File: src/rtl/strand_frame_scheduler.sv
// Frame sequencer for NUM_STRANDS strand drivers: periodic tick, start/busy handshake, latch gap, buffer swap.
// Optional SCHED_STAGGER_EN: strand i's start_frame rises i cycles after entering START.
module strand_frame_scheduler #(
  parameter int NUM_STRANDS   = 8,
  parameter int PERIOD_WIDTH  = 24,
  parameter int START_TIMEOUT = 16
) (
  input  logic                    clk,
  input  logic                    rst,
  input  logic                    enable,
  input  logic [NUM_STRANDS-1:0]  strand_enable,
  input  logic [PERIOD_WIDTH-1:0] frame_period,
  input  logic [PERIOD_WIDTH-1:0] latch_cycles,
  input  logic                    swap_req,
  input  logic                    clr_status,
  input  logic [NUM_STRANDS-1:0]  strand_busy,
  output logic [NUM_STRANDS-1:0]  start_frame,
  output logic                    buf_sel,
  output logic                    swap_ack,
  output logic                    frame_done,
  output logic [15:0]             frame_count,
  output logic                    overrun,
  output logic [NUM_STRANDS-1:0]  start_fault,
  output logic                    active
);
  localparam int TW = $clog2(START_TIMEOUT + 1);
  localparam logic [PERIOD_WIDTH-1:0] ONE = PERIOD_WIDTH'(1);

  typedef enum logic [2:0] {IDLE, WAIT_TICK, START, RUN, LATCH, SWAP} state_t;

  state_t                  state;
  logic [PERIOD_WIDTH-1:0] timer;
  logic [PERIOD_WIDTH-1:0] gap;
  logic                    tick_pending;
  logic                    tick;
  logic                    start_done;
  logic [NUM_STRANDS-1:0]  mask;
  logic [NUM_STRANDS-1:0]  rise;
  logic [NUM_STRANDS-1:0]  pending;
  logic [NUM_STRANDS-1:0]  timeout;
  logic [NUM_STRANDS-1:0]  start_nxt;
  logic [TW-1:0]           to_cnt [NUM_STRANDS];
`ifdef SCHED_STAGGER_EN
  localparam int SW = $clog2(NUM_STRANDS + 1);
  logic [SW-1:0]           stag_cnt;
`endif

  assign tick = enable && (frame_period != '0) && (timer == '0);

  // A zero period means free-run: a tick is always pending but none is ever counted as overrun.
  always_ff @(posedge clk or posedge rst) begin
    if (rst) begin
      timer        <= '0;
      tick_pending <= 1'b0;
    end else if (!enable) begin
      timer        <= '0;
      tick_pending <= 1'b0;
    end else if (frame_period == '0) begin
      timer        <= '0;
      tick_pending <= 1'b1;
    end else begin
      timer <= (timer == '0) ? frame_period - ONE : timer - ONE;
      if (tick)
        tick_pending <= 1'b1;
      else if (state == WAIT_TICK)
        tick_pending <= 1'b0;
    end
  end

  always_comb begin
    rise    = '0;
    pending = '0;
    timeout = '0;
    for (int i = 0; i < NUM_STRANDS; i++) begin
      timeout[i] = start_frame[i] && !strand_busy[i] && (to_cnt[i] == TW'(START_TIMEOUT - 1));
`ifdef SCHED_STAGGER_EN
      rise[i]    = mask[i] && (stag_cnt == SW'(i));
      pending[i] = mask[i] && (SW'(i) > stag_cnt);
`endif
    end
    start_nxt  = (start_frame & ~strand_busy & ~timeout) | rise;
    start_done = (start_nxt == '0) && (pending == '0);
  end

  always_ff @(posedge clk or posedge rst) begin
    if (rst) begin
      state       <= IDLE;
      mask        <= '0;
      gap         <= '0;
      start_frame <= '0;
      buf_sel     <= 1'b0;
      swap_ack    <= 1'b0;
      frame_done  <= 1'b0;
      frame_count <= '0;
      overrun     <= 1'b0;
      start_fault <= '0;
      active      <= 1'b0;
      for (int i = 0; i < NUM_STRANDS; i++) to_cnt[i] <= '0;
`ifdef SCHED_STAGGER_EN
      stag_cnt    <= '0;
`endif
    end else begin
      swap_ack   <= 1'b0;
      frame_done <= 1'b0;
      if (tick && (tick_pending || (state != WAIT_TICK && state != IDLE)))
        overrun <= 1'b1;
      else if (clr_status)
        overrun <= 1'b0;
      start_fault <= (clr_status ? '0 : start_fault) | ((state == START) ? timeout : '0);

      case (state)
        IDLE: begin
          if (enable) begin
            state  <= WAIT_TICK;
            active <= 1'b1;
          end
        end
        WAIT_TICK: begin
          if (!enable) begin
            state  <= IDLE;
            active <= 1'b0;
          end else if (tick_pending) begin
            mask <= strand_enable;
            for (int i = 0; i < NUM_STRANDS; i++) to_cnt[i] <= '0;
            if (strand_enable == '0) begin
              state <= LATCH;
              gap   <= latch_cycles;
            end else begin
              state <= START;
`ifdef SCHED_STAGGER_EN
              start_frame <= {{(NUM_STRANDS-1){1'b0}}, strand_enable[0]};
              stag_cnt    <= SW'(1);
`else
              start_frame <= strand_enable;
`endif
            end
          end
        end
        START: begin
          start_frame <= start_nxt;
          mask        <= mask & ~timeout;
          for (int i = 0; i < NUM_STRANDS; i++) begin
            if (rise[i])
              to_cnt[i] <= '0;
            else if (start_frame[i])
              to_cnt[i] <= to_cnt[i] + TW'(1);
          end
`ifdef SCHED_STAGGER_EN
          if (stag_cnt != SW'(NUM_STRANDS)) stag_cnt <= stag_cnt + SW'(1);
`endif
          if (start_done) state <= RUN;
        end
        RUN: begin
          if ((strand_busy & mask) == '0) begin
            state <= LATCH;
            gap   <= latch_cycles;
          end
        end
        LATCH: begin
          if (gap == '0) begin
            state       <= SWAP;
            frame_done  <= 1'b1;
            frame_count <= frame_count + 16'd1;
            if (swap_req) begin
              buf_sel  <= ~buf_sel;
              swap_ack <= 1'b1;
            end
          end else begin
            gap <= gap - ONE;
          end
        end
        SWAP: begin
          if (enable) begin
            state <= WAIT_TICK;
          end else begin
            state  <= IDLE;
            active <= 1'b0;
          end
        end
        default: state <= IDLE;
      endcase
    end
  end
endmodule

File: config.mk
export PLATFORM = sky130hd
export DESIGN_NAME = strand_frame_scheduler
export DESIGN_NICKNAME = d
export VERILOG_FILES = /design/src/rtl/strand_frame_scheduler.sv
export SDC_FILE = /design/constraint.sdc
export NUM_CORES = 1
export LEC_CHECK = 0
export CAP_MARGIN = 0
export CORE_ASPECT_RATIO = 1.5
export CORE_MARGIN = 2
export CORE_UTILIZATION = 55
export CTS_CLUSTER_DIAMETER = 150
export CTS_CLUSTER_SIZE = 40
export DETAILED_ROUTE_END_ITERATION = 16
export PLACE_DENSITY = 0.8
export SYNTH_ARGS = -nofsm -noshare
export SYNTH_HDL_FRONTEND = slang
export SYNTH_SLANG_ARGS = --single-unit
export TNS_END_PERCENT = 5
File: constraint.sdc
create_clock -name clk -period 6.1 [get_ports clk]
set_input_delay 1.22 -clock clk [delete_from_list [all_inputs] [get_ports clk]]
set_output_delay 1.22 -clock clk [all_outputs]
set_load 0.01 [all_outputs]
== After elaboration in Yosys (flattened, before gate mapping) ==
Index checks and enable logic that the tools add are counted.

* Bits in registers: 137
* Latch bits: 0
* Bits in writable memories: 0
* Memory bits (read-only): 0
* Input port bits: 69
* Memories kept: 0

* Add/subtract/negate cells: 12
* $mul: 0
* Div/mod/pow operators: 0
* Magnitude comparators: 0
* Equal/unequal tests: 34
* Shifts and indexed selects: 0
* Mux-type cells: 52
* Bitwise operators: 8
* Reductions and logical operators: 58

{| class="wikitable"
|+ Operator list
! cell !! number
|-
| $mux 24 || 8
|-
| $mux 40 || 2
|-
| $pmux 40 s2 || 1
|-
| $logic_not 24->1 || 3
|-
| $pmux 24 s3 || 1
|-
| $sub 24x1->24 const B || 3
|-
| $mux 8 || 7
|-
| $add 5x1->5 const B || 8
|-
| $eq 5x4->1 const B || 8
|-
| $mux 5 || 8
|-
| $reduce_and 4->1 || 9
|-
| $ne 2x2->1 const B || 17
|-
| $and 8x8->8 || 4
|-
| $pmux 8 s2 || 2
|-
| $logic_not 8->1 || 3
|-
| $reduce_bool 24->1 || 1
|-
| $mux 3 || 7
|-
| $logic_and 1x1->1 || 20
|-
| $pmux 3 s6 || 1
|-
| $add 16x1->16 const B || 1
|-
| $not 8->8 || 2
|-
| $mux 1 || 14
|-
| $reduce_and 3->1 || 3
|-
| $logic_not 1->1 || 8
|-
| 18 further kinds || 23
|}

== Depth between registers and ports, before layout ==
Gate-level depths: netlist of run 1.

* Word-level depth: 8
* Gate-level depth with buffers: 11

== Worst setup path after synthesis of run 1 ==
OpenSTA, ideal clock, no wires.

* Path kind: input to register
* Start point: in frame_period[3]
* End point: reg timer[20]
* Setup time: 0.121 ns
* Data arrival time: 3.388 ns
* Setup slack: 2.591 ns
* Stages on the path: 7
* Cell sequence: nor4_1 nand3_1 or4_1 mux2i_2 nand2_1 or4_1 a22o_1

* Longest elaborated chain between the ends: 4
* Elaborated cells between the ends (all ways): 5
* Classes of those cells: 1 x add/sub; 3 x mux; 1 x reduce/logical

{| class="wikitable"
|+ RTL lines
! item !! RTL line !! RTL
|-
| from (decl) || 12 || <nowiki>input logic [PERIOD_WIDTH-1:0] frame_period,</nowiki>
|-
| $sub 24x1->24 || 62 || <nowiki>timer <= (timer == '0) ? frame_period - ONE : timer - ONE;</nowiki>
|-
| $mux 24 || 62 ||
|-
| $mux 24 (*) || 58 || <nowiki>end else if (frame_period == '0) begin</nowiki>
|-
| $mux 24 (*) || 55 || <nowiki>end else if (!enable) begin</nowiki>
|-
| to (signal assigned) || 62 ||
|-
| to (decl) || 32 || <nowiki>logic [PERIOD_WIDTH-1:0] timer;</nowiki>
|}

Every way passes the cells marked *; elsewhere a longest branch is shown, timed or not.
A chain may end at the register's enable or synchronous reset.

== Worst setup path in the final report of run 1 ==
* Start point: in frame_period[2]
* End point: reg timer[20]

Same word-level chain as after synthesis.

==> key figures, run 1 <==
Yosys
  – Primary FF master, synth: sky130_fd_sc_hd__dfrtp_1
  – Yosys Warn Count: 0
  – Count of flip-flops with a built-in enable after synthesis: 0
  – Largest cells by area after synthesis: sky130_fd_sc_hd__dfrtp_1, sky130_fd_sc_hd__nand2_1, sky130_fd_sc_hd__o21ai_0
  – Number of flip-flops and latches in the synthesized netlist: 137
  – Synthesized netlist net count: 934
  – Share of the synthesized area in the top cell type: 0.456
  – Synth top cells by count: sky130_fd_sc_hd__dfrtp_1, sky130_fd_sc_hd__nand2_1, sky130_fd_sc_hd__o21ai_0, sky130_fd_sc_hd__nor2_1, sky130_fd_sc_hd__a21oi_1
  – Most frequent cell after synthesis: sky130_fd_sc_hd__dfrtp_1
  – Async S/R FF share, synth: 1.00
  – Library cells used by synthesis: 66
  – Library cell occupying the most area in the post-synthesis netlist: sky130_fd_sc_hd__dfrtp_1
  – Sequential element share of the synthesized area: 0.456
  – Gate Count Post-Synth: 847
  – Mean cell area of the mapped netlist: 8.88 sq um
  – Cell Area, Synth: 0.00752 sq mm

CTS
  – TritonCTS clock tree: built
  – Number of CTS-inserted buffers: 17
  – Post-cts repair resize count: 0
  – Number of buffers inserted for hold repair after clock tree synthesis: 0
  – Clock transition at the registers of the reported paths: 0.06 ns
  – Maximum root-to-sink buffer count: 2
  – TritonCTS sink count: 137
  – H-tree levels: 4
  – # Post-CTS Setup Buffers: 0
  – Worst skew pair latency: 0.42 ns
  – Master cell of the clock root buffer: sky130_fd_sc_hd__clkbuf_16

Pwr
  – Worst supply voltage drop on vdd: 318 uV
  – Power density relative to cell area: 449 mW/mm^2
  – Total leakage power: 3.89 nW
  – Power Total: 4.17 mW

Worst setup path
  – Terminus of the critical flop-to-flop path: timer[20]
  – CP required: 6.40 ns
  – CP peak stage delay: 0.57 ns
  – Kind of critical path: input pin to register
  – Type of element launching the critical path: input pin
  – Worst-path cell chain: clkdlybuf4s50_1 > nor4_1 > nand3_1 > or4_1 > mux2i_2 > nand2_1 > or4_1 > a22o_1
  – Max stage delay cell, worst path: sky130_fd_sc_hd__or4_1
  – Reg-to-reg slack, setup: 2.69 ns
  – Sort of element at the end of the critical path: register
  – Crit path DAT: 4.24 ns
  – Depth of the worst register-to-register path: 7
  – Worst Path Max Fanout: 9
  – Source of the worst register-to-register timing path: timer[9]
  – Most frequent CP cell: sky130_fd_sc_hd__or4_1

STA
  – Maximum clock rate: 254 MHz
  – Final hold slack: 0.469 ns
  – Final critical path time including I/O delays and setup: 3.94 ns
  – Worst-Margin Slew: 0.949 ns
  – Fin Setup TNS: 0 ns
  – Worst slew margin relative to its limit: 0.363
  – PnR worst setup slack: 2.16 ns
  – Clock skew after layout: 0.0122 ns
  – Count of final hold-check violations: 0
  – Unrepaired setup endpoints after global routing: false
  – Final clock period utilization by the worst path: 0.645
  – Final setup fails: 0
  – Final number of max-transition violations: 0

Layout
  – Final antenna diode count: 0
  – Core utilization of the finished layout: 0.692
  – Post-Layout Inst Area: 0.00928 sq mm
  – Synth-to-layout area growth: 23.4%
  – Fill cell instance count of the final layout: 1088
  – Reg area: 0.00343 sq mm
  – Total number of nets in the final design: 1023
  – Area occupied by multi-input gates: 0.00384 sq mm
  – Number of standard cells in the final layout excluding fillers: 1111
  – Proportion of layout cells with a drive suffix above 1: 0.0653

Global routing
  – First-pass GRT wire length: 32300 um
  – Overflow after GRT: 0
  – Overall global routing resource usage: 0.271
  – Maximum number of pins on one net before global-route repair: 102
  – Number of antenna violations at the first check in global routing: 0
  – Vias in the first global route: 6670

Route
  – WL per Instance: 17.2 um
  – Routed via count: 6975
  – First-pass iteration count of the detailed router: 5
  – Routed via count divided by cell count: 6.28
  – Post-detailed-route DRC marker count: 0
  – Number of violations reported at the end of detailed-routing iteration 0: 380
  – Final Routed Wirelength: 19100 um
  – Antenna violation net count after detailed routing: 0

Placement
  – HPWL after detailed placement: 13200 um
  – Quantity of I/O buffers inserted on ports: 105
  – Post-place setup slack: 1.78 ns
  – Routability congestion estimate from global placement: 0.933
  – Placed Cells incl. Taps: 1079
  – Cell area reported after detailed placement: 0.00868 sq mm

Hold path
  – Endpoint of the worst hold path: buf_sel
  – Path class of the lowest-slack min-delay path: register to register
  – Startpoint of the tightest hold check path: buf_sel
  – Worst hold path stage count: 1

Floorplan
  – Effective utilization at floorplan: 0.561
  – Total I/O pin count: 106
  – Chip Width: 99.5 um
  – Number of cell rows: 52
  – Area of the core region: 0.0134 sq mm
  – Die height: 147 um
  – Full die area: 0.0146 sq mm

Status
  – Result of the run: finished clean

Flow run
  – Reported max-cap violation count: 0
-- placed cells by master (no fill, tap or decap), types with 7 or more instances in the layout --
cell and instances:
sky130_fd_sc_hd__a31oi_1 11, sky130_fd_sc_hd__xor2_1 11, sky130_fd_sc_hd__nand4_1 14, sky130_fd_sc_hd__o21ai_0 80, sky130_fd_sc_hd__nor4_1 17, sky130_fd_sc_hd__or3_1 9
sky130_fd_sc_hd__o31ai_1 21, sky130_fd_sc_hd__xnor2_1 11, sky130_fd_sc_hd__nor3b_1 7, sky130_fd_sc_hd__nor2_1 64, sky130_fd_sc_hd__o21ai_1 9, sky130_fd_sc_hd__a21oi_1 60
sky130_fd_sc_hd__buf_4 8, sky130_fd_sc_hd__ha_1 18, sky130_fd_sc_hd__clkdlybuf4s50_1 105, sky130_fd_sc_hd__a22oi_1 8, sky130_fd_sc_hd__nor3_1 16, sky130_fd_sc_hd__inv_1 19
sky130_fd_sc_hd__or4_1 9, sky130_fd_sc_hd__o2bb2ai_1 11, sky130_fd_sc_hd__a22o_1 21, sky130_fd_sc_hd__nand2_1 109, sky130_fd_sc_hd__a21o_1 8, sky130_fd_sc_hd__a32o_1 8
sky130_fd_sc_hd__and3_1 15, sky130_fd_sc_hd__clkbuf_16 17, sky130_fd_sc_hd__dfrtp_1 137, sky130_fd_sc_hd__nand3_1 33
-- how the worst max path moves through the flow --
stage	end	depth (start not counted)	from
after floorplan	active	1	rst
after global placement	timer[20]	8	frame_period[2]
after detailed placement	timer[20]	8	frame_period[2]
after CTS	timer[20]	8	frame_period[2]
after global routing	timer[20]	8	frame_period[2]
final	timer[20]	8	frame_period[2]
-- worst max-delay path: cells and delay by family --
family                 cells  cell delay [ns]
AO/OA/AOI/OAI              1             0.19
buffers and inverters      1             0.44
multiplexers               1             0.43
AND/OR/NAND/NOR            5             1.94
-- power by group --
group | switching (mW) | internal [mW]
sequential | 0.293 | 1.15
clock | 0.405 | 0.645
combinational | 0.986 | 0.682
total | 1.68 | 2.48
-- logic make-up (layout without fill, tap and decap cells) --
kind of cell | count (synthesis) | in the layout | synth area share
adder cells (fa/ha/maj) | 18 | 18 | 0.0300
multiplexers | 3 | 3 | 0.00483
AO/OA/AOI/OAI | 267 | 267 | 0.226
AND/OR/NAND/NOR | 333 | 333 | 0.224
flip-flops | 137 | 137 | 0.456
buffers and inverters | 67 | 169 | 0.0338
XOR/XNOR | 22 | 22 | 0.0256
-- registers in the layout, indices dropped and copies added (netlist names) --
signal,flops
frame_done,1
overrun,1
start_frame,8
tick_pending,1
timer,24
start_fault,8
active,1
swap_ack,1
buf_sel,1
state,3
mask,8
frame_count,16
gap,24
to_cnt,40
-- cell type report --
class                   instances  share of cell area
clock inverters                14              0.0185
flip-flops and latches        137               0.370
inverters                      24              0.0102
repair buffers                113               0.120
multi-input cells             643               0.414
clock buffers                  18              0.0463
well taps                     162              0.0218
-- layer usage --
layer  part of all wire  vias to the layer above  routed length [um]  GRT usage
li1                   -                     3306                   -          -
met1               0.42                     3408                8070      0.355
met2               0.50                      235                9620      0.457
met3              0.058                       26                1120     0.0495
met4              0.017                        0                 321     0.0808
met5                  0                        -                   0          0
Note: power is estimated with default switching activity, not from simulation.
==> inputs of run 2 (changes only) <==
clock period = 3.76 ns   (was 6.1 ns; I/O delays follow)
==> key figures, run 2 (same netlist as run 1, synthesis figures left out) <==
Worst setup path
  – Worst Path Max Fanout: 5 (-4)
  – Crit path DAT: 3.60 ns (-0.64 ns)
  – Worst-path cell chain: clkdlybuf4s50_1 > nor4_1 > nand3_1 > or4_1 > mux2i_2 > nand2_1 > or4_1 > a22o_1
  – Most frequent CP cell: sky130_fd_sc_hd__or4_1
  – Max stage delay cell, worst path: sky130_fd_sc_hd__or4_1
  – Number of gates on the worst path with buffers counted: 8 (unchanged)
  – Number of buffers and inverters on the critical path: 1 (unchanged)
  – CP required: 4.07 ns (-2.33 ns)
  – Sort of element at the end of the critical path: register
  – Type of element launching the critical path: input pin
  – Kind of critical path: input pin to register
  – Depth of the worst register-to-register path: 7 (unchanged)
  – Critical path's top delay family: simple AND/OR/NAND/NOR gates
  – CP peak stage delay: 0.56 ns (about the same)

STA
  – Final critical path time including I/O delays and setup: 3.30 ns
  – Worst-Margin Slew: 0.766 ns (-0.183 ns)
  – Count of final hold-check violations: 0 (unchanged)
  – Final number of max-transition violations: 0 (unchanged)
  – Clock skew after layout: 0.0103 ns (-0.00188 ns)
  – Fin Setup TNS: 0 ns (unchanged)
  – Worst slew margin relative to its limit: 0.488 (+0.125)
  – Unrepaired setup endpoints after global routing: false
  – Final setup fails: 0 (unchanged)
  – Maximum clock rate: 303 MHz
  – Final clock period utilization by the worst path: 0.877
  – Final hold slack: 0.466 ns (-0.00253 ns)

Route
  – Routed via count: 7017 (+0.60%)
  – Post-detailed-route DRC marker count: 0 (unchanged)
  – Final Routed Wirelength: 19500 um (+2.0%)
  – Antenna violation net count after detailed routing: 0 (unchanged)
  – Number of violations reported at the end of detailed-routing iteration 0: 385 (+1.3%)
  – First-pass iteration count of the detailed router: 5 (unchanged)
  – WL per Instance: 17.4 um (+0.81%)
  – Routed via count divided by cell count: 6.24 (-0.56%)

Global routing
  – Overall global routing resource usage: 0.278 (+0.00725)
  – Number of antenna violations at the first check in global routing: 0 (unchanged)
  – Maximum number of pins on one net before global-route repair: 57 (-44%)
  – Vias in the first global route: 6910 (+3.6%)
  – Overflow after GRT: 0 (unchanged)
  – First-pass GRT wire length: 33200 um (+2.6%)

Layout
  – Synth-to-layout area growth: 25.5%
  – Commonest cells after routing, fill and taps aside: sky130_fd_sc_hd__dfrtp_1, sky130_fd_sc_hd__nand2_1, sky130_fd_sc_hd__clkdlybuf4s50_1, sky130_fd_sc_hd__o21ai_0, sky130_fd_sc_hd__nor2_1
  – Largest registers: to_cnt (40), gap (24), timer (24)
  – Proportion of layout cells with a drive suffix above 1: 0.0790 (+0.0137)
  – Core utilization of the finished layout: 0.704 (+0.0115)
  – Register with the most flip-flops: to_cnt
  – Most common cell after layout, fill and taps aside: sky130_fd_sc_hd__dfrtp_1
  – Total number of nets in the final design: 1037 (+1.4%)
  – Final antenna diode count: 0 (unchanged)
  – Post-Layout Inst Area: 0.00943 sq mm (+1.7%)
  – Number of flip-flops under the largest register name: 40 (unchanged)

Floorplan
  – Die height: 147 um (unchanged)
  – Number of cell rows: 52 (unchanged)
  – Effective utilization at floorplan: 0.561 (unchanged)
  – Chip Width: 99.5 um (unchanged)
  – Area of the core region: 0.0134 sq mm (unchanged)
  – Total I/O pin count: 106 (unchanged)
  – Full die area: 0.0146 sq mm (unchanged)

CTS
  – Master cell of the clock root buffer: sky130_fd_sc_hd__clkbuf_16
  – Clock transition at the registers of the reported paths: 0.06 ns (about the same)
  – # Post-CTS Setup Buffers: 0 (unchanged)
  – H-tree levels: 4 (unchanged)
  – Worst skew pair latency: 0.42 ns (about the same)
  – TritonCTS sink count: 137 (unchanged)
  – Number of CTS-inserted buffers: 17 (unchanged)
  – Maximum root-to-sink buffer count: 2 (unchanged)
  – Post-cts repair resize count: 0 (unchanged)
  – TritonCTS clock tree: built
  – Number of buffers inserted for hold repair after clock tree synthesis: 0 (unchanged)

Pwr
  – Internal Pwr Total: 4.15 mW (+67%)
  – Switching power total: 2.75 mW (+63%)
  – Power density relative to cell area: 731 mW/mm^2 (+63%)
  – Part of the total power dissipated in the clock network: 0.256 (+0.004)
  – Total leakage power: 3.97 nW (+2.1%)
  – Sequential group share of total power: 0.339 (-0.008)
  – Fraction of power consumed by combinational cells: 0.405 (+0.005)
  – Fraction of power spent switching nets: 0.399 (-0.00574)
  – Worst supply voltage drop on vdd: 387 uV (+22%)

Flow run
  – Reported max-cap violation count: 0 (unchanged)

Placement
  – Cell area reported after detailed placement: 0.00881 sq mm (+1.5%)
  – HPWL after detailed placement: 13700 um (+4.0%)
  – Routability congestion estimate from global placement: 0.939 (+0.68%)
  – Quantity of I/O buffers inserted on ports: 105 (unchanged)

Hold path
  – Path class of the lowest-slack min-delay path: register to register
  – Worst hold path stage count: 1 (unchanged)

Status
  – Result of the run: finished clean
[run 2: power by group through the flow]
stage / clock, mW / sequential (mW) / combinational, mW
final: 1.77 / 2.34 / 2.79
after global routing: 1.85 / 2.41 / 3.12
after CTS: 1.79 / 2.33 / 2.79
after detailed placement: 0 / 2.34 / 2.77
after global placement: 0 / 2.34 / 2.71
after floorplan: 0 / 2.18 / 2.09
[run 2: final timing paths]
path                                    to  slack [ns]       startpoint
max                              timer[20]        0.46  frame_period[2]
min                        frame_count[15]        0.47  frame_count[15]
max reg2reg                      timer[20]        0.53         timer[9]
min reg2reg                frame_count[15]        0.47  frame_count[15]
max in group asynchronous       to_cnt[18]        2.25              rst
min in group asynchronous       to_cnt[36]        0.79              rst
[run 2: worst reg2reg max path: stages, from the launching register on]
cell and delay [ns]:
sky130_fd_sc_hd__dfrtp_1 0.44, sky130_fd_sc_hd__or4_4 0.57, sky130_fd_sc_hd__or4_1 0.58, sky130_fd_sc_hd__nor2_2 0.20, sky130_fd_sc_hd__mux2i_2 0.38, sky130_fd_sc_hd__nand2_1 0.20
sky130_fd_sc_hd__or4_1 0.56, sky130_fd_sc_hd__a22o_1 0.20
[run 2: per-stage QoR]
stage,power [mW],cells,worst slack (ns)
after floorplan,4.27,847,0.681
after global placement,5.05,1093,0.130
after detailed placement,5.12,1093,0.0742
after CTS,6.90,1124,0.495
after global routing,7.38,1124,0.266
final,6.89,1124,0.463
[run 2: cell type report]
| class | instances | area, sq um |
|---|---|---|
| Tap cell | 162 | 203 |
| Sequential cell | 137 | 3430 |
| Fill cell | 1032 | 3970 |
| Clock inverter | 14 | 200 |
| Multi-Input combinational cell | 643 | 3840 |
| Inverter | 24 | 93.8 |
| Clock buffer | 17 | 425 |
| Timing Repair Buffer | 127 | 1240 |
[run 2: metal layers]
metal,global-route usage,vias to the layer above,part of all wire
met5,0,-,0
met4,0.101,0,0.025
met3,0.0576,36,0.062
met2,0.469,251,0.51
met1,0.351,3395,0.40
li1,-,3335,-
==> inputs of run 3 (changes only) <==
CELL_PAD_IN_SITES_DETAIL_PLACEMENT = 1   (was not set)
CELL_PAD_IN_SITES_GLOBAL_PLACEMENT = 1   (was not set)
CORE_UTILIZATION = 30   (was 55)
PLACE_DENSITY = not set   (was 0.8)
PLACE_DENSITY_LB_ADDON = 0.1   (was not set)
==> key figures, run 3 (same netlist as run 1, synthesis figures left out) <==
Pwr
  – Fraction of power consumed by combinational cells: 0.409 (+0.004)
  – Power Total: 7.06 mW (+2.4%)
  – Part of the total power dissipated in the clock network: 0.258 (+0.002)
  – Power density relative to cell area: 728 mW/mm^2 (-0.40%)
  – Worst supply voltage drop on vdd: 350 uV (-9.6%)
  – Total leakage power: 4.00 nW (+0.81%)
  – Sequential group share of total power: 0.333 (-0.006)
  – Switching power total: 2.87 mW (+4.5%)
  – Fraction of power spent switching nets: 0.407 (+0.00827)
  – Internal Pwr Total: 4.19 mW (+1.0%)

STA
  – Final setup fails: 0 (unchanged)
  – Clock skew after layout: 0.00840 ns (-0.00188 ns)
  – Unrepaired setup endpoints after global routing: false
  – Worst slew margin relative to its limit: 0.408 (-0.0802)
  – Worst-Margin Slew: 0.885 ns (+0.119 ns)
  – Final hold slack: 0.472 ns (+0.00592 ns)
  – Final critical path time including I/O delays and setup: 3.15 ns (-0.151 ns)
  – PnR worst setup slack: 0.613 ns (+0.151 ns)
  – Final number of max-transition violations: 0 (unchanged)
  – Final clock period utilization by the worst path: 0.837 (-0.0401)
  – Count of final hold-check violations: 0 (unchanged)
  – Maximum clock rate: 318 MHz (+4.8%)
  – Fin Setup TNS: 0 ns (unchanged)

Layout
  – Number of standard cells in the final layout excluding fillers: 1296 (+15%)
  – Total number of nets in the final design: 1043 (+0.58%)
  – Post-Layout Inst Area: 0.00970 sq mm (+2.8%)
  – Largest registers: to_cnt (40), gap (24), timer (24)
  – Register with the most flip-flops: to_cnt
  – Number of flip-flops under the largest register name: 40 (unchanged)
  – Proportion of layout cells with a drive suffix above 1: 0.0847 (+0.00571)
  – Final antenna diode count: 0 (unchanged)
  – Fill cell instance count of the final layout: 2879 (+180%)
  – Core utilization of the finished layout: 0.390 (-0.314)
  – Synth-to-layout area growth: 29.0%
  – Commonest cells after routing, fill and taps aside: sky130_fd_sc_hd__dfrtp_1, sky130_fd_sc_hd__nand2_1, sky130_fd_sc_hd__clkdlybuf4s50_1, sky130_fd_sc_hd__o21ai_0, sky130_fd_sc_hd__nor2_1
  – Most common cell after layout, fill and taps aside: sky130_fd_sc_hd__dfrtp_1

Route
  – Antenna violation net count after detailed routing: 0 (unchanged)
  – Routed via count divided by cell count: 5.38 (-14%)
  – Highest metal layer used by the detailed router: met4
  – First-pass iteration count of the detailed router: 4 (-1)
  – Metal3 WL: 691 um (-43%)
  – Routed via count: 6972 (-0.64%)
  – Post-detailed-route DRC marker count: 0 (unchanged)
  – Number of violations reported at the end of detailed-routing iteration 0: 265 (-31%)
  – Length of routed wiring on met1: 10500 um (+34%)
  – Final Routed Wirelength: 24200 um (+24%)
  – WL per Instance: 18.7 um (+7.5%)
  – Detail Route met2 WL: 12600 um (+26%)

Status
  – Result of the run: finished clean

Hold path
  – Path class of the lowest-slack min-delay path: register to register

Worst setup path
  – Sort of element at the end of the critical path: register
  – Type of element launching the critical path: input pin
  – Worst-path cell chain: clkdlybuf4s50_1 > nor4_1 > nand3_1 > or4_1 > mux2i_2 > nand2_1 > or4_1 > a22o_1
  – Kind of critical path: input pin to register
  – CP required: 4.08 ns (about the same)
  – CP peak stage delay: 0.57 ns (about the same)
  – Most frequent CP cell: sky130_fd_sc_hd__or4_1
  – Max stage delay cell, worst path: sky130_fd_sc_hd__or4_1
  – Worst Path Max Fanout: 3 (-2)
  – Crit path DAT: 3.46 ns (-0.14 ns)

Global routing
  – First-pass GRT wire length: 40400 um (+22%)
  – Overflow after GRT: 0 (unchanged)
  – Overall global routing resource usage: 0.192 (-0.0862)
  – Number of antenna violations at the first check in global routing: 0 (unchanged)
  – Vias in the first global route: 7557 (+9.4%)
  – Maximum number of pins on one net before global-route repair: 44 (-23%)

Floorplan
  – Number of cell rows: 71 (+37%)
  – Effective utilization at floorplan: 0.302 (-0.259)
  – Die height: 198 um (+34%)
  – Area of the core region: 0.0249 sq mm (+86%)
  – Total I/O pin count: 106 (unchanged)
  – Full die area: 0.0264 sq mm (+80%)
  – Chip Width: 133 um (+34%)

CTS
  – Worst skew pair latency: 0.43 ns (about the same)
  – Number of CTS-inserted buffers: 17 (unchanged)
  – Post-cts repair resize count: 0 (unchanged)
  – TritonCTS sink count: 137 (unchanged)
  – Number of buffers inserted for hold repair after clock tree synthesis: 0 (unchanged)
  – TritonCTS clock tree: built
  – Maximum root-to-sink buffer count: 2 (unchanged)
  – # Post-CTS Setup Buffers: 0 (unchanged)
  – Master cell of the clock root buffer: sky130_fd_sc_hd__clkbuf_16
  – Clock transition at the registers of the reported paths: 0.06 ns (about the same)
  – H-tree levels: 4 (unchanged)

Placement
  – Routability congestion estimate from global placement: 0.767 (-18%)
  – Placed Cells incl. Taps: 1265 (+16%)
  – Post-place setup slack: 0.160 ns (+0.0859 ns)
  – Cell area reported after detailed placement: 0.00907 sq mm (+3.0%)
  – HPWL after detailed placement: 17300 um (+26%)
  – Quantity of I/O buffers inserted on ports: 105 (unchanged)

Flow run
  – Reported max-cap violation count: 0 (unchanged)
==> run 3: changes by cell type in the layout (fill, tap and decap cells not counted), sizes merged <==
cell	change
buf	+6
clkbuf	+2
clkinv	-2
clkinvlp	+1
inv	-1
==> run 3: cell type report <==
cell class | instances | area (sq um) | share of cell area
clock buffers | 19 | 453 | 0.0467
clock inverters | 12 | 174 | 0.0179
inverters | 24 | 93.8 | 0.00968
multi-input cells | 643 | 3840 | 0.396
flip-flops and latches | 137 | 3430 | 0.354
well taps | 328 | 410 | 0.0423
repair buffers | 133 | 1300 | 0.134
==> run 3: path summary, 6_finish.rpt <==
check,end,depth (start not counted),startpoint,slack [ns]
worst min register to register,buf_sel,1,buf_sel,0.47
max in group asynchronous,to_cnt[0],3,rst,2.26
worst min-delay path,buf_sel,1,buf_sel,0.47
worst max register to register,timer[20],7,timer[13],0.62
worst max-delay path,timer[20],8,frame_period[2],0.61
min in group asynchronous,timer[8],2,rst,0.81
==> run 3: worst max-delay path, delay by kind of cell <==
kind	cells	cell delay [ns]
AO/OA/AOI/OAI	1	0.20
multiplexers	1	0.23
AND/OR/NAND/NOR	5	1.83
buffers and inverters	1	0.45
==> run 3: routing by layer <==
metal	vias to the layer above	track usage
met2	109	0.351
met1	3498	0.227
li1	3341	-
met5	-	0
met4	0	0.0599
met3	24	0.0328
==> run 3: power groups by stage <==
stage	sequential (mW)	combinational [mW]	clock (mW)
floorplan	2.18	2.09	0
global placement	2.37	2.89	0
detailed placement	2.37	2.92	0
CTS	2.35	2.94	1.87
global route	2.42	3.28	1.92
finish	2.35	2.89	1.82
